--- src/rtl/dmem_port_arbiter.sv ---
// Two-port req/done front end for the single-port data memory.
// One access at a time; misaligned or out-of-range addresses never reach the memory.
//
// state  | meaning
// IDLE   | no command latched, waiting for a request
// ACCESS | latched command drives the memory when legal
// RESP   | done/err pulse to the winner; the other port may be latched

module dmem_port_arbiter #(
  parameter int DATA_W     = 32,
  parameter int ADDR_W     = 32,
  parameter int MEM_WORDS  = 64,
  parameter int FIXED_PRIO = 0
) (
  input  logic              clk,
  input  logic              reset,

  input  logic              p0_req,
  input  logic              p0_we,
  input  logic [ADDR_W-1:0] p0_addr,
  input  logic [DATA_W-1:0] p0_wdata,
  output logic              p0_done,
  output logic              p0_err,
  output logic [DATA_W-1:0] p0_rdata,

  input  logic              p1_req,
  input  logic              p1_we,
  input  logic [ADDR_W-1:0] p1_addr,
  input  logic [DATA_W-1:0] p1_wdata,
  output logic              p1_done,
  output logic              p1_err,
  output logic [DATA_W-1:0] p1_rdata,

  output logic              mem_write,
  output logic              mem_read,
  output logic [ADDR_W-1:0] mem_addr,
  output logic [DATA_W-1:0] mem_wdata,
  input  logic [DATA_W-1:0] mem_rdata,

  output logic              busy
);

  typedef enum logic [1:0] {
    IDLE   = 2'd0,
    ACCESS = 2'd1,
    RESP   = 2'd2
  } state_t;

  localparam logic [ADDR_W-1:0] ADDR_LIMIT = ADDR_W'(MEM_WORDS * 4);

  state_t              state_q, state_d;
  logic                last_winner_q, last_winner_d;
  logic                cmd_we_q, cmd_we_d;
  logic [ADDR_W-1:0]   cmd_addr_q, cmd_addr_d;
  logic [DATA_W-1:0]   cmd_wdata_q, cmd_wdata_d;
  logic                cmd_id_q, cmd_id_d;
  logic                p0_done_q, p0_done_d;
  logic                p0_err_q, p0_err_d;
  logic [DATA_W-1:0]   p0_rdata_q, p0_rdata_d;
  logic                p1_done_q, p1_done_d;
  logic                p1_err_q, p1_err_d;
  logic [DATA_W-1:0]   p1_rdata_q, p1_rdata_d;

  logic                cmd_legal;
  logic                mem_active;
  logic                cand0, cand1;
  logic                grant_any;
  logic                grant_id;
  logic                load_cmd;

  assign cmd_legal  = (cmd_addr_q[1:0] == 2'b00) && (cmd_addr_q < ADDR_LIMIT);
  assign mem_active = (state_q == ACCESS) && cmd_legal;

  // In RESP the port being answered is masked so it cannot win back-to-back.
  always_comb begin
    cand0 = p0_req;
    cand1 = p1_req;
    if (state_q == RESP) begin
      if (cmd_id_q) cand1 = 1'b0;
      else          cand0 = 1'b0;
    end
    grant_any = cand0 | cand1;
    if (cand0 && cand1) grant_id = (FIXED_PRIO != 0) ? 1'b0 : ~last_winner_q;
    else                grant_id = cand1;
  end

  always_comb begin
    state_d       = state_q;
    last_winner_d = last_winner_q;
    cmd_we_d      = cmd_we_q;
    cmd_addr_d    = cmd_addr_q;
    cmd_wdata_d   = cmd_wdata_q;
    cmd_id_d      = cmd_id_q;
    p0_done_d     = 1'b0;
    p0_err_d      = 1'b0;
    p0_rdata_d    = p0_rdata_q;
    p1_done_d     = 1'b0;
    p1_err_d      = 1'b0;
    p1_rdata_d    = p1_rdata_q;
    load_cmd      = 1'b0;

    case (state_q)
      IDLE: begin
        if (grant_any) begin
          load_cmd = 1'b1;
          state_d  = ACCESS;
        end
      end
      ACCESS: begin
        state_d = RESP;
        // done/err are registered here so they appear during RESP.
        if (cmd_id_q) begin
          p1_done_d = 1'b1;
          p1_err_d  = ~cmd_legal;
          if (!cmd_we_q) p1_rdata_d = cmd_legal ? mem_rdata : '0;
        end else begin
          p0_done_d = 1'b1;
          p0_err_d  = ~cmd_legal;
          if (!cmd_we_q) p0_rdata_d = cmd_legal ? mem_rdata : '0;
        end
      end
      RESP: begin
        if (grant_any) begin
          load_cmd = 1'b1;
          state_d  = ACCESS;
        end else begin
          state_d  = IDLE;
        end
      end
      default: state_d = IDLE;
    endcase

    if (load_cmd) begin
      cmd_id_d      = grant_id;
      last_winner_d = grant_id;
      cmd_we_d      = grant_id ? p1_we    : p0_we;
      cmd_addr_d    = grant_id ? p1_addr  : p0_addr;
      cmd_wdata_d   = grant_id ? p1_wdata : p0_wdata;
    end
  end

  always_ff @(posedge clk) begin
    if (reset) begin
      state_q       <= IDLE;
      last_winner_q <= 1'b1;
      cmd_we_q      <= 1'b0;
      cmd_addr_q    <= '0;
      cmd_wdata_q   <= '0;
      cmd_id_q      <= 1'b0;
      p0_done_q     <= 1'b0;
      p0_err_q      <= 1'b0;
      p0_rdata_q    <= '0;
      p1_done_q     <= 1'b0;
      p1_err_q      <= 1'b0;
      p1_rdata_q    <= '0;
    end else begin
      state_q       <= state_d;
      last_winner_q <= last_winner_d;
      cmd_we_q      <= cmd_we_d;
      cmd_addr_q    <= cmd_addr_d;
      cmd_wdata_q   <= cmd_wdata_d;
      cmd_id_q      <= cmd_id_d;
      p0_done_q     <= p0_done_d;
      p0_err_q      <= p0_err_d;
      p0_rdata_q    <= p0_rdata_d;
      p1_done_q     <= p1_done_d;
      p1_err_q      <= p1_err_d;
      p1_rdata_q    <= p1_rdata_d;
    end
  end

  assign p0_done   = p0_done_q;
  assign p0_err    = p0_err_q;
  assign p0_rdata  = p0_rdata_q;
  assign p1_done   = p1_done_q;
  assign p1_err    = p1_err_q;
  assign p1_rdata  = p1_rdata_q;

  assign mem_write = mem_active & cmd_we_q;
  assign mem_read  = mem_active & ~cmd_we_q;
  assign mem_addr  = mem_active ? cmd_addr_q  : '0;
  assign mem_wdata = mem_active ? cmd_wdata_q : '0;

  assign busy      = (state_q != IDLE);

endmodule
--- config.mk ---
export PLATFORM = sky130hd
export DESIGN_NAME = dmem_port_arbiter
export DESIGN_NICKNAME = d
export VERILOG_FILES = /design/src/rtl/dmem_port_arbiter.sv
export SDC_FILE = /design/constraint.sdc
export NUM_CORES = 1
export LEC_CHECK = 0
export CAP_MARGIN = 20
export CORE_ASPECT_RATIO = 1.5
export CORE_MARGIN = 3
export CORE_UTILIZATION = 40
export CTS_CLUSTER_SIZE = 10
export DETAILED_ROUTE_END_ITERATION = 6
export PLACE_DENSITY = 0.79
export SLEW_MARGIN = 20
export SYNTH_ARGS = -nofsm -noshare
export SYNTH_HDL_FRONTEND = slang
export SYNTH_SLANG_ARGS = --single-unit
--- constraint.sdc ---
create_clock -name clk -period 2.7 [get_ports clk]
set_clock_uncertainty 0.1 [all_clocks]
set_input_delay 0.405 -clock clk [delete_from_list [all_inputs] [get_ports clk]]
set_output_delay 0.405 -clock clk [all_outputs]
set_load 0.1 [all_outputs]
# Yosys cells after proc, flatten, opt, wreduce, memory -nomap -nowiden
# Index checks and enable logic that the tools add are counted.
[classes]
n_reduce_logical = 12
order_cmp = 1
bitwise_logic = 8
mux = 18
n_eq_ne = 3
[ops]
columns = ["op", "count"]
rows = [
  ["two-way mux 32 bit", 5],
  ["less-than comparator 32 x 9 -> 1 bit, second input constant", 1],
  ["two-way mux 1 bit", 11],
  ["one-hot mux 2 bit (3 select lines)", 1],
  ["AND reduction 3 bit", 2],
  ["OR reduction 3 bit", 2],
  ["inverter 1 bit", 5],
  ["logical NOT 2 bit", 2],
  ["OR reduction 2 bit", 2],
  ["logical AND 1 bit", 3],
  ["bitwise AND 1 bit", 2],
  ["== test 2 x 1 -> 1 bit, second input constant", 1],
  ["== test 2 bit, second input constant", 1],
  ["two-way mux 2 bit", 1],
  ["inequality test 2 bit, second input constant", 1],
  ["nonzero test 2 bit", 1],
  ["OR 1 bit", 1],
]
[totals]
output_inout_bits = 135
wordCells = 54
ff_bits = 137

# Logic depth before layout (Yosys ltp)
[depth]
word_depth = 5
mapped_depth = 7
mapped_depth_nobuf = 4

# Worst setup path after synthesis
# No wires, ideal clock.
[synth_timing]
path_kind = "reg2out"
from = "reg cmd_addr_q[0]"
to = "out mem_read"
t_arrival_ns = 3.352
stages_incl_launch_ff = 8
slack_ns = -1.157
path_cell_list = "dfxtp_1 > nor4_1 > nand4_1 > or2_1 > clkbuf_1 > buf_6 > buf_6 > nor3_1"
[synth_via]
elab_chain_cells = 4
word_cells_on_any_way = 5
classes_between = "order compare (1); bitwise (1); reduce/logical (3)"
[synth_lines]
columns = ["element", "line", "text"]
rows = [
  ["from (decl)", "54", "logic [ADDR_W-1:0] cmd_addr_q, cmd_addr_d;"],
  ["from (signal assigned)", "160", "cmd_addr_q <= cmd_addr_d;"],
  ["less-than comparator 32 x 9 -> 1 bit or logical NOT 2 bit (tied branches)", "71", "assign cmd_legal = (cmd_addr_q[1:0] == 2'b00) && (cmd_addr_q < ADDR_LIMIT);"],
  ["logical AND 1 bit (*)", "71", ""],
  ["logical AND 1 bit (*)", "72", "assign mem_active = (state_q == ACCESS) && cmd_legal;"],
  ["bitwise AND 1 bit (*)", "180", "assign mem_read = mem_active & ~cmd_we_q;"],
  ["to (decl)", "35", "output logic mem_read,"],
]
# Every way passes the cells marked *; elsewhere a longest branch is shown, timed or not.

# Worst setup path after layout
[layout_timing]
from = "reg cmd_addr_q[0]"
to = "out mem_addr[3]"
[layout_via]
elab_chain_cells = 4
word_cells_on_any_way = 5
classes_between = "order compare (1); mux (1); reduce/logical (3)"
[layout_lines]
columns = ["element", "line", "text"]
rows = [
  ["less-than comparator 32 x 9 -> 1 bit or logical NOT 2 bit (tied branches)", "71", ""],
  ["logical AND 1 bit (*)", "71", ""],
  ["logical AND 1 bit (*)", "72", ""],
  ["two-way mux 32 bit (*)", "181", "assign mem_addr = mem_active ? cmd_addr_q : '0;"],
  ["to (decl)", "36", "output logic [ADDR_W-1:0] mem_addr,"],
]
# Marks and branches as above.

==> out/metrics.yaml <==
outcome:
  status: "completed"
routing:
  firstDrtPassIters: 5
  ant_nets: 0
  post_drt_via_cell_ratio: 5.15
  drcViolationCount: 0
  wl_um: 19300
  vias: 6083
  wire_per_inst_um: 16.4
  drtIter0Drc: 333
sta:
  min_period_ns: 2.63
  max_clock_freq_mhz: 380
  tightest_slew_ns: 0.811
  final_max_slew_viol_count: 0
  rsz0062_at_grt: "true"
  holdWs_ns: 0.389
  finalSetupTns_ns: 0
  timing.final.crit_share_pct: 97.4
  hold_viol_final: 0
  relSlewSlack_pct: 45.9
  setup_viol: 0
critical_path:
  crit_cells: 7
  arrival_ns: 2.13
  worstSetupStartpoint: "cmd_addr_q[0]"
  slowest_delay_ns: 0.33
  crit_family: "simple AND/OR/NAND/NOR gates"
  cp.buffers_inverters: 3
  crit_path_cell_trace: "nor4_4, nand4_1, nor3_4, buf_6, buf_6, and2_4, buf_12"
  cp_slowest_cell: "dfxtp_2"
  critPathCaptureType: "output port"
  cp_max_fo: 6
  cp-start-kind: "flop"
  worst-setup-path-type: "reg2out"
  cpMostUsedCell: "buf_6"
  reg2reg_depth: 5
  cp.required_ns: 2.19
  rr_startpoint: "state_q[0]"
floorplanning:
  core-area_mm2: 0.0153
  core.rowCount: 55
  initial_utilization_pct: 41.3
  dieArea_mm2: 0.0174
  io_pins: 301
  die_w_um: 109
  die_y_um: 160
synth:
  synth.avg_cell_area_um2: 8.68
  synth_edf_count: 0
  synth-seq-area-share_pct: 43.2
  synthCells: 731
  yosysTopAreaCell: "dfxtp_1"
  synth_seq_cells: 137
  syn_area_mm2: 0.00634
  yosysMostFrequentCell: "dfxtp_1"
  ys_types: 31
  netlist_top_cells_area: "dfxtp_1 (43%), a311oi_1 (9.0%), nand2_1 (7.8%)"
  synthTopCellsByCount: "dfxtp_1 (137), nand2_1 (132), nor2_1 (71)"
  async_flop_share_pct: 0
  ys.flop_type: "dfxtp_1"
  yosysTopAreaCellShare_pct: 43.2
  yosysWarningCount: 0
global_route:
  grt_max_degree: 84
  gr-total-overflow: 0
  grt_pass1_wl_um: 29600
  track_usage_pct: 21.4
  antenna_found_initial: 0
  grt_pass1_vias: 5851
placement:
  dpl_cell_area_mm2: 0.00936
  dp_hpwl_um: 13600
  gp_congestion: 0.838
  io_buffers: 274
cells_and_area:
  layout-drive-gt1-share_pct: 21.5
  post-route-util_pct: 66.1
  n_antenna_cell: 0
  syn_to_final_growth_pct: 59.9
  final_area_mm2: 0.0101
  fin_nets: 1135
clock_tree:
  clkTransAtPathRegs_ns: 0.06
  clock_path_buffers: 2
  cts_tree: "done"
  clock-sinks: 137
  cts_max_level: 4
  insertion_delay_ns: 0.40
  cts_buffers: 17
  root_buffer: "clkbuf_16"
hold_path:
  hold_depth: 2
  hold_class: "reg2reg"
  hold_start: "p1_rdata[11]"
power_and_ir_drop:
  worst_ir_drop_vdd_v: 0.000361
  power.density_mw_per_mm2: 566
  p_leak_nw: 4.00
job:
  cap_viol_max_count: 0
==> worst register-to-register path: stages, from the launching register on <==
cell and delay (ns):
dfxtp_1 0.50, nand2b_1 0.27, or3_2 0.70, buf_12 0.28, nand3b_1 0.15, o31ai_2 0.07
==> worst paths after layout <==
kind              slack (ns)      endpoint
setup / recovery        0.07   mem_addr[3]
hold / removal          0.39  p1_rdata[11]
setup reg to reg        0.49   p0_rdata[9]
hold reg to reg         0.39  p1_rdata[11]
==> cells in the final DEF, fill, tap and decap left out, types with 2 or more instances in the layout <==
| master | n |
|---|---|
| bufinv_16 | 4 |
| or2_2 | 2 |
| buf_6 | 4 |
| a311oi_1 | 65 |
| dfxtp_2 | 2 |
| and2_1 | 30 |
| nand3b_1 | 65 |
| buf_4 | 75 |
| clkdlybuf4s50_1 | 164 |
| dfxtp_1 | 135 |
| nand2_1 | 132 |
| clkinv_4 | 2 |
| buf_12 | 48 |
| nand2b_1 | 34 |
| o31ai_2 | 23 |
| inv_6 | 3 |
| nor4_2 | 3 |
| clkinvlp_4 | 3 |
| conb_1 | 26 |
| clkbuf_16 | 17 |
| nor3_4 | 2 |
| o31ai_1 | 41 |
| nor4_4 | 2 |
| and2_4 | 12 |
| nor2_1 | 71 |
| clkbuf_8 | 2 |
==> routing by layer <==
layer / track usage, % / vias to the layer above / wire (um)
li1: - / 3004 / -
met1: 23.9 / 2818 / 7180
met2: 36.8 / 228 / 10100
met3: 6.67 / 33 / 1430
met4: 9.42 / 0 / 629
met5: 0 / - / 0
==> stage by stage <==
| stage | instances | total power [mW] | setup slack (ns) |
|---|---|---|---|
| floorplan | 756 | 2.89 | 0.0847 |
| global placement | 1146 | 3.23 | 0.336 |
| detailed placement | 1146 | 3.25 | 0.206 |
| CTS | 1178 | 5.77 | -0.00122 |
| global route | 1181 | 5.98 | -0.0685 |
| finish | 1181 | 5.74 | 0.0700 |
==> state kept, by name, summed over array words and instances (netlist names), 2 cells and up <==
register	count
p1_rdata	32
cmd_wdata_q	32
p0_rdata	32
state_q	2
cmd_addr_q	32
==> timing repair <==
action,in CTS,in global routing
pin swaps,1,10
hold buffers,0,0
buffers inserted,0,1
endpoints found under the setup margin,24,39
cloned,0,2
resized for setup,1,32
==> where the power goes <==
part / internal, mW / switching (mW) / leakage, nW
clock: 1.61 / 0.898 / 0.304
sequential: 2.15 / 0.0812 / 1.12
combinational: 0.433 / 0.570 / 2.58
==> cells by family (layout without fill, tap and decap cells) <==
| kind of cell | Yosys count | count (layout) | synth area share (%) |
|---|---|---|---|
| AO/OA/AOI/OAI | 135 | 135 | 19.4 |
| buffers and inverters | 98 | 324 | 8.58 |
| flip-flops | 137 | 137 | 43.2 |
| other | 1 | 26 | 0.0591 |
| AND/OR/NAND/NOR | 360 | 360 | 28.7 |
==> cell type report <==
class | instances | area [um^2]
Clock inverter | 12 | 186
Tap cell | 199 | 249
Timing Repair Buffer | 292 | 3230
Multi-Input combinational cell | 521 | 3280
Clock buffer | 20 | 457
Fill cell | 1239 | 5200
Sequential cell | 137 | 2750
Note: power is estimated with default switching activity, not from simulation.
